==> src/rtl/fifo_pkg.sv <==
// Shared helpers for the block-RAM FIFO family.
package fifo_pkg;

  // Bits needed to hold a count from 0 to n inclusive.
  function automatic int fifo_count_width(input int n);
    return $clog2(n + 1);
  endfunction

endpackage

==> src/rtl/fifo_stream_reader_buf.sv <==
// Small register FIFO that lands words returning from the block-RAM read port.
// Pointers wrap explicitly so DEPTH may be any value.
module fifo_stream_reader_buf
  import fifo_pkg::*;
#(
  parameter  int WIDTH = 8,
  parameter  int DEPTH = 3,
  localparam int CW    = fifo_count_width(DEPTH),
  localparam int PW    = (DEPTH > 1) ? $clog2(DEPTH) : 1
) (
  input  logic             i_clock,
  input  logic             i_reset_n,
  input  logic             clear,
  input  logic             wr,
  input  logic [WIDTH-1:0] wdata,
  input  logic             rd,
  output logic [WIDTH-1:0] rdata,
  output logic [CW-1:0]    count
);

  localparam logic [PW-1:0] LAST = PW'(DEPTH - 1);
  localparam logic [CW-1:0] FULL = CW'(DEPTH);

  logic [WIDTH-1:0] mem [DEPTH];
  logic [PW-1:0]    head;
  logic [PW-1:0]    tail;
  logic             wr_en;
  logic             rd_en;

  function automatic logic [PW-1:0] ptr_inc(input logic [PW-1:0] p);
    return (p == LAST) ? '0 : p + PW'(1);
  endfunction

  assign rd_en = rd & (count != '0);
  assign wr_en = wr & ((count != FULL) | rd_en);

  always_ff @(posedge i_clock) begin
    if (!i_reset_n || clear) begin
      head  <= '0;
      tail  <= '0;
      count <= '0;
    end else begin
      if (wr_en) tail <= ptr_inc(tail);
      if (rd_en) head <= ptr_inc(head);
      case ({wr_en, rd_en})
        2'b10:   count <= count + CW'(1);
        2'b01:   count <= count - CW'(1);
        default: count <= count;
      endcase
    end
  end

  always_ff @(posedge i_clock) begin
    if (wr_en) mem[tail] <= wdata;
  end

  // Storage is not reset, so an empty buffer presents zero instead of stale words.
  assign rdata = (count != '0) ? mem[head] : '0;

endmodule

==> src/rtl/fifo_stream_reader.sv <==
// Read stage for the block-RAM FIFO: converts empty/read/latency-delayed data into
// a first-word-fall-through valid/ready stream with credit-based read issue.
module fifo_stream_reader
  import fifo_pkg::*;
#(
  parameter  int WIDTH        = 8,
  parameter  int READ_LATENCY = 1,
  localparam int BUF          = READ_LATENCY + 2,
  localparam int CW           = fifo_count_width(BUF)
) (
  input  logic             i_clock,
  input  logic             i_reset_n,
  input  logic             i_fifo_empty,
  output logic             o_fifo_read,
  input  logic [WIDTH-1:0] i_fifo_rdata,
  input  logic             i_flush,
  output logic             o_valid,
  input  logic             i_ready,
  output logic [WIDTH-1:0] o_data,
  output logic [CW-1:0]    o_count
);

  localparam logic [CW:0] BUF_LIMIT = (CW + 1)'(BUF);

  logic [READ_LATENCY-1:0] tag_sr;
  logic [READ_LATENCY-1:0] tag_shift;
  logic [CW-1:0]           occ;
  logic [CW-1:0]           inflight;
  logic [CW:0]             credit;
  logic                    capture;
  logic                    pop;

  always_comb begin
    tag_shift    = '0;
    tag_shift[0] = o_fifo_read;
    for (int i = 1; i < READ_LATENCY; i++) tag_shift[i] = tag_sr[i-1];
  end

  always_comb begin
    inflight = '0;
    for (int i = 0; i < READ_LATENCY; i++) inflight = inflight + CW'(tag_sr[i]);
  end

  // Credit counts buffered plus in-flight words; i_ready never enters the issue term.
  assign credit      = {1'b0, occ} + {1'b0, inflight};
  assign o_fifo_read = i_reset_n & ~i_flush & ~i_fifo_empty & (credit < BUF_LIMIT);

  // Stage boundary: read strobe -> tag pipeline aligned with the FIFO read latency
  always_ff @(posedge i_clock) begin
    if (!i_reset_n || i_flush) tag_sr <= '0;
    else                       tag_sr <= tag_shift;
  end

  // A flush voids both the returning word and any handshake in the same cycle.
  assign capture = tag_sr[READ_LATENCY-1] & ~i_flush;
  assign pop     = o_valid & i_ready & ~i_flush;

  // Stage boundary: returning data -> skid buffer, visible on the next cycle
  fifo_stream_reader_buf #(
    .WIDTH (WIDTH),
    .DEPTH (BUF)
  ) u_buf (
    .i_clock   (i_clock),
    .i_reset_n (i_reset_n),
    .clear     (i_flush),
    .wr        (capture),
    .wdata     (i_fifo_rdata),
    .rd        (pop),
    .rdata     (o_data),
    .count     (occ)
  );

  assign o_valid = (occ != '0);
  assign o_count = occ;

  always_ff @(posedge i_clock) begin
    if (i_reset_n) begin
      assert (credit <= BUF_LIMIT);
      assert (!(o_fifo_read && i_fifo_empty));
    end
  end

endmodule
==> config.mk <==
export PLATFORM = sky130hd
export DESIGN_NAME = fifo_stream_reader
export DESIGN_NICKNAME = d
export VERILOG_FILES = /design/src/rtl/fifo_pkg.sv /design/src/rtl/fifo_stream_reader_buf.sv /design/src/rtl/fifo_stream_reader.sv
export SDC_FILE = /design/constraint.sdc
export NUM_CORES = 1
export LEC_CHECK = 0
export CAP_MARGIN = 10
export CELL_PAD_IN_SITES_DETAIL_PLACEMENT = 1
export CELL_PAD_IN_SITES_GLOBAL_PLACEMENT = 1
export CORE_AREA = 2 2 64 66
export DETAILED_ROUTE_END_ITERATION = 8
export DIE_AREA = 0 0 66 68
export HOLD_SLACK_MARGIN = 0.03
export PLACE_DENSITY = 0.77
export SYNTH_ARGS = -nofsm -noshare
export SYNTH_HDL_FRONTEND = slang
export SYNTH_SLANG_ARGS = --single-unit
==> constraint.sdc <==
create_clock -name i_clock -period 1.57 [get_ports i_clock]
set_input_delay 0.314 -clock i_clock [delete_from_list [all_inputs] [get_ports i_clock]]
set_output_delay 0.314 -clock i_clock [all_outputs]
set_load 0.01 [all_outputs]
==> key figures <==
Yosys
  – Yosys top cell by area: edfxtp_1
  – Commonest cells in the netlist: edfxtp_1 (24), dfxtp_1 (9), nor2_1 (9), mux2_2 (8), mux2i_1 (8)
  – Synth area leaders: edfxtp_1 (53%), dfxtp_1 (13%), mux2_2 (6.6%)
  – Post-synth EDFFs: 24
  – Synthesized area per cell: 13.6 µm²
  – Asr flop ratio synth: 0%
  – Mapped Nets: 115
  – Yosys cell types: 27
  – Post-synthesis sequential area ratio: 66.2%
  – Synth Warn #: 0
  – Post-synthesis cell area: 1360 µm²
  – Count leader, synth: edfxtp_1
  – Flops & latches, synth: 33
  – Synth top area share: 52.9%
  – Mapped Cells: 100
  – Dominant synthesized flop cell: edfxtp_1

Pwr
  – Int Power: 1.30 mW
  – Power share of the combinational group: 6.7%
  – Reg power frac: 57.3%
  – Worst ir drop on vdd: 0.358 mV
  – Sw power: 0.341 mW
  – Leakage: 0.774 nW
  – Switching Share: 20.7%
  – Clock power share: 35.9%
  – Pwr dens: 811 nW/µm²

Finish
  – Multi-input gate area: 541 µm²
  – Fill cells: 410
  – Synth-to-layout area growth: 48.9%
  – Fin util: 52.6%
  – FF/Latch Area: 908 µm²
  – Fin nets: 159
  – Antenna Cells: 0
  – Cell Count, Final, Fillers Out: 195
  – Share of cells above drive strength 1: 39.3%

Clocking
  – H-tree depth: 2
  – Num CTS Buffers: 5
  – CTS Root Cell: clkbuf_8
  – Maximum clock insertion buffer count: 2
  – CTS tree: done
  – CTS clk-pin slew, worst paths: 0.07 ns
  – Hold buffer count at cts: 0
  – CTS sink count: 33
  – Skew-Pair Late Insertion Delay: 0.28 ns

Global routing
  – First-pass GRT wire length: 4940 µm
  – Overflow after GRT: 0
  – Vias in the first global route: 1003
  – Initial antenna violation count: 0
  – Largest net degree at the start of global routing: 11
  – GRT Overall Usage: 15.7%

Place
  – DP Wirelength: 2080 µm
  – Port bufs: 24
  – Post-place setup slack: -0.602 ns
  – Placer Congestion: 0.683
  – Placed cell count: 183

Critical path
  – Critical path type: register to output pin
  – Critical-path maximum fanout: 2
  – Crit path required time: 1.26 ns
  – Critical path's slowest cell: dfxtp_2
  – Critical Path Max Stage Delay: 0.34 ns
  – Path depth of the worst reg2reg path: 4
  – Critical Path Most Common Cell: ha_4
  – Worst setup EP type: output pin
  – CP cell instances: ha_4 > ha_4 > a2111oi_4 > buf_2
  – Cell family with most CP delay: adder cells
  – Crit path launch type: register
  – Crit path arrival time: 1.45 ns
  – Number of cells on the critical path: 4
  – CP Buf/Inv Count: 1

Route
  – Vias post-DR: 956
  – Drt drc: 0
  – Pre-antenna DRT Iters: 2
  – DRT iter0 DRCs: 9
  – Wire length on met3: 143 µm
  – Post-DR vias/cell: 4.90
  – Max layer used: met4
  – Met1 WL: 1170 µm
  – Met2 routed WL: 1770 µm
  – Antenna viol nets, final: 0
  – Routed WL per cell: 16.1 µm
  – Final WL: 3150 µm

Status
  – Failing checks: setup timing
  – Status: finished, violations left

STA
  – Slew margin rel.: 72.8%
  – Final period utilization: 113%
  – Slew @ Worst Pin: 0.398 ns
  – Clock period minus worst slack: 1.77 ns
  – Setup WS post-layout: -0.197 ns
  – Slew Viols, Final: 0
  – Layout Skew: 0.00549 ns
  – Worst hold slack: 0.492 ns
  – RSZ-0062 raised after global routing: yes
  – Max Fclk: 566 MHz
  – Final setup violation count: 9
  – Fin. Hold Viols: 0

Die
  – Die Y-Extent: 68 µm
  – # IOs: 25
  – CORE AREA: 3860 µm²
  – Std-Cell Rows: 23
  – Width of the die: 66 µm
  – Initial core utilization: 35.3%
  – Die footprint: 4490 µm²

Job
  – Max-cap viol count: 0

Worst hold path
  – Hold Path Depth: 2
  – HP Class: register to register
cell type report:
type	instances	area share, %
Clock inverter	3	0.617
Timing Repair Buffer	41	20.5
Sequential cell	33	44.8
Tap cell	50	3.09
Clock buffer	5	3.40
Inverter	3	0.926
Multi-Input combinational cell	60	26.7
final timing paths:
kind / start / to / slack (ns)
hold / removal: u_buf.head[0] / register / 0.49
hold reg to reg: u_buf.head[0] / register / 0.49
setup / recovery: u_buf.count[0] / o_fifo_read / -0.20
setup reg to reg: u_buf.count[1] / u_buf.mem[0][0] / 0.01
power groups by stage:
stage	clock, mW	sequential [mW]	combinational [mW]
after floorplan	0	0.962	0.0278
after global placement	0	0.960	0.0893
after detailed placement	0	0.961	0.0941
after CTS	0.602	0.942	0.108
after global routing	0.632	0.942	0.119
final	0.591	0.942	0.111
layout by cell type, fill, tap and decap left out, types with 5 or more instances in the layout:
cell type | Yosys | routed
buf_12 | 0 | 5
buf_4 | 0 | 8
edfxtp_1 | 24 | 24
dfxtp_1 | 9 | 5
nor2_1 | 9 | 8
clkbuf_8 | 0 | 5
buf_2 | 2 | 10
clkdlybuf4s50_1 | 0 | 11
mux2_4 | 0 | 8
a21oi_1 | 6 | 6
mux2i_1 | 8 | 7
sequential cells by signal (all words and copies together), names as in the netlist, named ones only:
signal,count
u_buf.mem,24
u_buf.head,2
u_buf.tail,2
tag_sr,1
u_buf.count,2
timing repair:
item	in CTS	in global routing
pin swaps	4	2
buffers inserted	1	2
cloned	1	0
resized for setup	69	6
endpoints found under the setup margin	20	18
per-layer routing:
metal,up-vias,global-route usage (%)
li1,458,-
met1,469,15.6
met2,24,30.3
met3,5,4.11
met4,0,7.65
met5,-,0
worst register-to-register path, cell delays in order, from the launching register on:
cell and delay (ns):
dfxtp_4 0.36, buf_8 0.14, and3b_1 0.20, or4_4 0.47, inv_8 0.11
through the flow:
stage | area (µm²) | power, mW | setup TNS [ns]
2_1_floorplan | 1370 | 0.990 | -0.0892
3_3_place_gp | 1790 | 1.05 | -8.95
3_5_place_dp | 1790 | 1.06 | -10.65
4_1_cts | 1990 | 1.65 | -1.76
5_1_grt | 2030 | 1.69 | -1.87
6_report | 2030 | 1.64 | -1.23
logic make-up after synthesis:
family / count (synthesis) / share of synthesized area (%)
DFF: 33 / 66.2
buffers and inverters: 7 / 2.11
muxes: 16 / 12.5
AOI/OAI and AO/OA: 13 / 5.33
adders and majority gates: 2 / 1.84
and+or+nand+nor: 29 / 12.0
No activity file was read; power rests on OpenSTA's default activity.
